--- src/rtl/ts_tick_gen.sv ---
// Multi-channel timebase: divides clock into a precision tick, then per channel
// into unit ticks; each channel runs for a programmed number of units.
module ts_tick_gen #(
   parameter int CHANNELS = 4,
   parameter int PREC_DIV = 10,
   parameter int RATIO_W  = 8,
   parameter int CNT_W    = 16
) (
   input  logic                        clock,
   input  logic                        reset_n,
   input  logic                        start,
   input  logic                        stop,
   input  logic [CHANNELS*RATIO_W-1:0] unit_ratio,
   input  logic [CHANNELS*CNT_W-1:0]   unit_limit,
   output logic [CHANNELS-1:0]         tick,
   output logic [CHANNELS*CNT_W-1:0]   unit_count,
   output logic [CHANNELS-1:0]         done,
   output logic                        busy,
   output logic                        all_done
);

   localparam int PW = (PREC_DIV > 1) ? $clog2(PREC_DIV) : 1;

   typedef enum logic [1:0] {
      IDLE,
      RUN,
      FINISH
   } state_t;

   state_t              state_q, state_d;
   logic [PW-1:0]       presc_q;
   logic                prec_tick;
   logic [RATIO_W-1:0]  ratio_q [CHANNELS];
   logic [RATIO_W-1:0]  sub_q   [CHANNELS];
   logic [CNT_W-1:0]    limit_q [CHANNELS];
   logic [CNT_W-1:0]    count_q [CHANNELS];
   logic [CHANNELS-1:0] tick_q;
   logic [CHANNELS-1:0] done_q;
   logic                busy_q;
   logic                all_done_q;

   always_comb prec_tick = (presc_q == PW'(PREC_DIV - 1));

   always_comb begin
      state_d = state_q;
      case (state_q)
         IDLE:    if (start) state_d = RUN;
         RUN: begin
            if (stop)         state_d = IDLE;
            else if (&done_q) state_d = FINISH;
         end
         FINISH:  state_d = IDLE;
         default: state_d = IDLE;
      endcase
   end

   // busy/all_done are registered from the next state so they line up with it.
   always_ff @(posedge clock) begin
      if (!reset_n) begin
         state_q    <= IDLE;
         busy_q     <= 1'b0;
         all_done_q <= 1'b0;
      end else begin
         state_q    <= state_d;
         busy_q     <= (state_d != IDLE);
         all_done_q <= (state_d == FINISH);
      end
   end

   always_ff @(posedge clock) begin
      if (!reset_n) begin
         presc_q <= '0;
         tick_q  <= '0;
         done_q  <= '0;
         for (int unsigned i = 0; i < CHANNELS; i++) begin
            ratio_q[i] <= '0;
            sub_q[i]   <= '0;
            limit_q[i] <= '0;
            count_q[i] <= '0;
         end
      end else begin
         tick_q <= '0;
         case (state_q)
            IDLE: begin
               if (start) begin
                  presc_q <= '0;
                  for (int unsigned i = 0; i < CHANNELS; i++) begin
                     ratio_q[i] <= (unit_ratio[i*RATIO_W +: RATIO_W] == '0) ?
                                   RATIO_W'(1) : unit_ratio[i*RATIO_W +: RATIO_W];
                     limit_q[i] <= unit_limit[i*CNT_W +: CNT_W];
                     sub_q[i]   <= '0;
                     count_q[i] <= '0;
                     // zero-limit channels are done from the first RUN cycle
                     done_q[i]  <= (unit_limit[i*CNT_W +: CNT_W] == '0);
                  end
               end
            end
            RUN: begin
               if (!stop) begin
                  presc_q <= prec_tick ? '0 : presc_q + PW'(1);
                  for (int unsigned i = 0; i < CHANNELS; i++) begin
                     if (!done_q[i] && prec_tick) begin
                        if (sub_q[i] == ratio_q[i] - RATIO_W'(1)) begin
                           sub_q[i]   <= '0;
                           tick_q[i]  <= 1'b1;
                           count_q[i] <= count_q[i] + CNT_W'(1);
                           if (count_q[i] + CNT_W'(1) == limit_q[i])
                              done_q[i] <= 1'b1;
                        end else begin
                           sub_q[i] <= sub_q[i] + RATIO_W'(1);
                        end
                     end
                  end
               end
            end
            default: ;
         endcase
      end
   end

   always_comb begin
      unit_count = '0;
      for (int unsigned i = 0; i < CHANNELS; i++)
         unit_count[i*CNT_W +: CNT_W] = count_q[i];
   end

   assign tick     = tick_q;
   assign done     = done_q;
   assign busy     = busy_q;
   assign all_done = all_done_q;

endmodule

--- config.mk ---
export PLATFORM = sky130hd
export DESIGN_NAME = ts_tick_gen
export DESIGN_NICKNAME = d
export VERILOG_FILES = /design/src/rtl/ts_tick_gen.sv
export SDC_FILE = /design/constraint.sdc
export NUM_CORES = 1
export LEC_CHECK = 0
export ABC_CLOCK_PERIOD_IN_PS = 6200
export CAP_MARGIN = 20
export CORE_AREA = 2 2 199 201
export DETAILED_ROUTE_END_ITERATION = 16
export DIE_AREA = 0 0 201 203
export GPL_TIMING_DRIVEN = 1
export PLACE_DENSITY = 0.49
export SYNTH_ARGS = -nofsm -noshare
export SYNTH_HDL_FRONTEND = slang
export SYNTH_SLANG_ARGS = --single-unit
--- constraint.sdc ---
create_clock -name clock -period 6.2 [get_ports clock]
set_clock_uncertainty 0.1 [all_clocks]
set_input_delay 1.24 -clock clock [delete_from_list [all_inputs] [get_ports clock]]
set_output_delay 1.24 -clock clock [all_outputs]
set_load 0.02 [all_outputs]
# Word level (Yosys, flattened, before mapping)
# Memory sizes are Yosys's and may differ from the RTL's.
# Cells that the tools add are included.
word_totals:
  register_bits: 16
  elab_cells: 215
  ramBits: 192
  memories: 4
  in_bits: 100
  output_inout_bits: 74
mem_list:
  columns: ["name", "words", "width", "read_ports", "rd_clocked_by_memory_dff", "wr", "line_no", "source"]
  rows:
  - ["count_q", 4, 16, 4, 0, 4, "36", "logic [CNT_W-1:0] count_q [CHANNELS];"]
  - ["limit_q", 4, 16, 4, 0, 4, "35", "logic [CNT_W-1:0] limit_q [CHANNELS];"]
  - ["ratio_q", 4, 8, 4, 0, 4, "33", "logic [RATIO_W-1:0] ratio_q [CHANNELS];"]
  - ["sub_q", 4, 8, 4, 0, 4, "34", "logic [RATIO_W-1:0] sub_q [CHANNELS];"]
op_classes:
  n_mux: 108
  n_eq_ne: 25
  n_reduce_logical: 26
  bitwise: 30
  addsub: 13
ops:
  columns: ["cell", "count"]
  rows:
  - ["$mux W16", 12]
  - ["$mux W8", 20]
  - ["$mux W1", 65]
  - ["$add A16 B1 Y16 const B", 4]
  - ["$eq A16 B16 Y1", 4]
  - ["$logic_not A16 Y1", 4]
  - ["$add A8 B1 Y8 const B", 4]
  - ["$eq A8 B8 Y1", 4]
  - ["$logic_not A8 Y1", 4]
  - ["$sub A8 B1 Y8 const B", 4]
  - ["$ne A2 B2 Y1 const B", 14]
  - ["$or A1 B1 Y1", 28]
  - ["$reduce_and A6 Y1", 4]
  - ["$mux W4", 5]
  - ["$pmux W4 S2", 2]
  - ["$mux W2", 3]
  - ["$add A4 B1 Y4 const B", 1]
  - ["$eq A4 B4 Y1 const B", 1]
  - ["$logic_and A1 B1 Y1", 4]
  - ["$logic_not A1 Y1", 4]
  - ["$pmux W2 S2", 1]
  - ["$reduce_and A4 Y1", 1]
  - ["$reduce_bool A2 Y1", 2]
  - ["$reduce_and A3 Y1", 1]
  - ["other kinds (5)", 6]

# Longest topological paths before layout
logic_depth:
  word_depth: 10
  mapped_depth: 11
  mapped_depth_nobuf: 9

# Worst setup path after synthesis
# OpenSTA, ideal clock, no wires.
synth_path:
  path_kind: "input to register"
  from: "input start"
  to: "memory limit_q[0][0] (enable)"
  required_time_ns: 5.602
  setup_ns: 0.498
  path_slack_ns: 0.964
  n_path_buf: 1
  cell_stages: 5
  t_arrival_ns: 4.638
  cell_sequence: "nand2b_1 -> nor2_1 -> nor2b_1 -> clkinv_1 -> clkbuf_1"
synth_rtl:
  columns: ["item", "line_no", "source"]
  rows:
  - ["from (decl)", "11", "input logic start,"]
  - ["to (decl)", "35", null]

==> results.py <==
metrics = {
    "run_status": {
        "status": "finished clean",
    },
    "clocking": {
        "cts_tree": "built",
        "clk_pin_slew_worst_paths_ps": 60,
        "cts_made_buffers": 26,
        "clockBufferDepth": 3,
        "cts_setup_buffers": 0,
        "cts_hold_buf": 0,
        "cts.repair.resized": 0,
        "cts.htree.levels": 1,
        "clk_latency_ps": 540,
        "clockRootBuffer": "clkbuf_16",
        "clock_sinks": 208,
    },
    "critical_path": {
        "worstPathRequired_ps": 6270,
        "reg2reg_to": "count_q[1][10]",
        "cp-start-kind": "input port",
        "end_kind": "flop",
        "rrSetupSlack_ps": 2730,
        "criticalPathCategory": "in2reg",
        "cp_max_fo": 17,
        "r2r_start": "ratio_q[1][0]",
        "rr_worst_depth": 9,
        "critPathArrivalTime_ps": 3890,
    },
    "global_route": {
        "first_global_vias": 8723,
        "grt_antenna_before_repair": 1,
        "grtUsageTotal_pct": 15.2,
        "grt_overflow": 0,
        "grt_pass1_wl_um": 49300,
        "grt_max_degree": 98,
    },
    "timing": {
        "max_freq_mhz": 262,
        "tightest_slew_ps": 837,
        "hold_viol": 0,
        "finalCritPeriodShare_pct": 61.5,
        "rsz0062_at_grt": "no",
        "slew_headroom_pct": 44.2,
        "maxSlewViolCount": 0,
        "setup-tns-final_ps": 0,
        "setup_viol": 0,
        "whs_ps": 404,
        "min_period_ps": 3820,
    },
    "layout": {
        "fill_cells": 3812,
        "antennaDiodeCount": 0,
        "final_common_cell": "clkdlybuf4s50_1",
        "drive_gt1_share_pct": 5.65,
        "final-instance-count-excl-fill": 1809,
        "layout.nets": 1385,
        "final_cell_mix": "clkdlybuf4s50_1 (172), edfxtp_1 (168), nor2_1 (121)",
        "syn2layout_area_growth_pct": 28.7,
    },
    "synth": {
        "synthArstFlopShare_pct": 0,
        "ys_seq_area_share_pct": 50.9,
        "synth_edf_count": 168,
        "synth_ff_type": "edfxtp_1",
        "ys_ff_latch": 208,
        "synth_area_um2": 11500,
        "syn_inst": 1103,
        "synth_nets": 1217,
        "synth.avg_cell_area_um2": 10.4,
        "synth-warning-count": 0,
        "synth.distinct_cells": 72,
    },
    "pwr": {
        "leakage_uw": 0.00543,
        "irDropWorstVdd_v": 0.000198,
        "p_per_area_nw_per_um2": 264,
    },
    "min_path": {
        "hold_depth": 2,
        "hold_start": "presc_q[3]",
        "hold_path_class": "reg2reg",
        "min_to": "presc_q[3]",
    },
    "run": {
        "cap_violations": 0,
    },
    "route": {
        "drt-initial-drc-count": 435,
        "drt-wirelength-per-cell_um": 17.4,
        "antenna_left": 0,
        "vias_per_cell": 4.88,
        "routed_wl_um": 31500,
        "route.detailed.drc": 0,
        "drtPass1Iterations": 5,
        "vias": 8827,
    },
    "floorplan": {
        "top_level_ports": 174,
        "die_h_um": 203,
        "core.rowCount": 72,
        "core_area_um2": 38500,
        "initial_core_util_pct": 29.9,
        "die_x_um": 201,
        "dieArea_um2": 40800,
    },
    "place": {
        "gp_congestion": 0.785,
        "dp_hpwl_um": 23000,
        "port_buffers": 173,
        "dpl.cell_count": 1758,
    },
}
==> report_power, final <==
part	internal, uW	leakage [uW]	switching (uW)
Clock	1170	0.000496	619
Sequential	1600	0.00215	89.7
Combinational	213	0.00278	216
Total	2980	0.00543	924
==> synth_stat cells, types with 9 or more instances <==
cell type / number / area (um^2)
o21ai_0: 47 / 235
dfxtp_1: 40 / 801
nor3b_1: 9 / 67.6
nor4_1: 33 / 206
xor2_1: 90 / 788
inv_1: 26 / 97.6
nand2_1: 55 / 206
nand4_1: 28 / 175
or3_1: 14 / 87.6
clkbuf_1: 32 / 120
nor2_1: 122 / 458
and3_1: 113 / 707
xnor2_1: 86 / 753
edfxtp_1: 168 / 5040
a21oi_1: 19 / 95.1
nor3_1: 25 / 125
nand3_1: 55 / 275
ha_1: 14 / 175
==> flip-flops by register name, summed over array words and instances, names as in the netlist <==
| name | cells |
|---|---|
| count_q | 64 |
| all_done | 1 |
| tick | 4 |
| state_q | 2 |
| limit_q | 64 |
| sub_q | 32 |
| presc_q | 4 |
| busy | 1 |
| done | 4 |
| ratio_q | 32 |
==> metrics by stage <==
step	worst slack (ps)	total power, uW	util, %	cell area [um^2]
after floorplan	964	1950	-	11500
after global placement	1960	2150	35.7	13700
after detailed placement	1820	2150	35.7	13700
after CTS	2390	3950	38.4	14800
after global routing	2200	4060	38.4	14800
final	2380	3900	38.4	14800
==> worst max path at each step <==
stage	startpoint	to	cells after the start
floorplan	start	limit_q[0][0]	5
global placement	stop	count_q[0][0]	6
detailed placement	stop	count_q[3][1]	5
CTS	stop	count_q[0][2]	6
global route	stop	count_q[0][13]	6
finish	stop	count_q[0][5]	6
==> metal layers <==
layer	track usage, %	vias up	routed length [um]	part of all wire (%)
met1	20.1	4205	14300	45
met3	3.07	43	1590	5.0
met2	25.5	179	15000	48
li1	-	4398	-	-
met5	0	-	12	0.038
met4	3.57	2	600	1.9
==> critical path: stages <==
cell,delay [ps]
clkdlybuf4s50_1,480
nand4bb_1,300
or2_2,490
nor2_1,310
nand2_1,420
nand2_1,640
==> layout make-up <==
| class | instances | area, um^2 | share of cell area (%) |
|---|---|---|---|
| multi-input combinational | 824 | 5370 | 36.3 |
| clock buffer | 30 | 686 | 4.64 |
| tap | 518 | 648 | 4.39 |
| clock inverter | 18 | 327 | 2.21 |
| sequential | 208 | 5850 | 39.6 |
| inverter | 28 | 108 | 0.728 |
| timing repair buffer | 183 | 1790 | 12.1 |
==> cell families after synthesis <==
kind of cell | Yosys count | share of synthesized area (%)
xor gates and xnor gates | 178 | 13.8
adders and majority gates | 14 | 1.53
AOI/OAI and AO/OA | 113 | 6.39
muxes | 3 | 0.262
and+or+nand+nor | 516 | 24.7
buffers and inverters | 71 | 2.43
DFF | 208 | 50.9
Power figures use the tool's default switching activity.
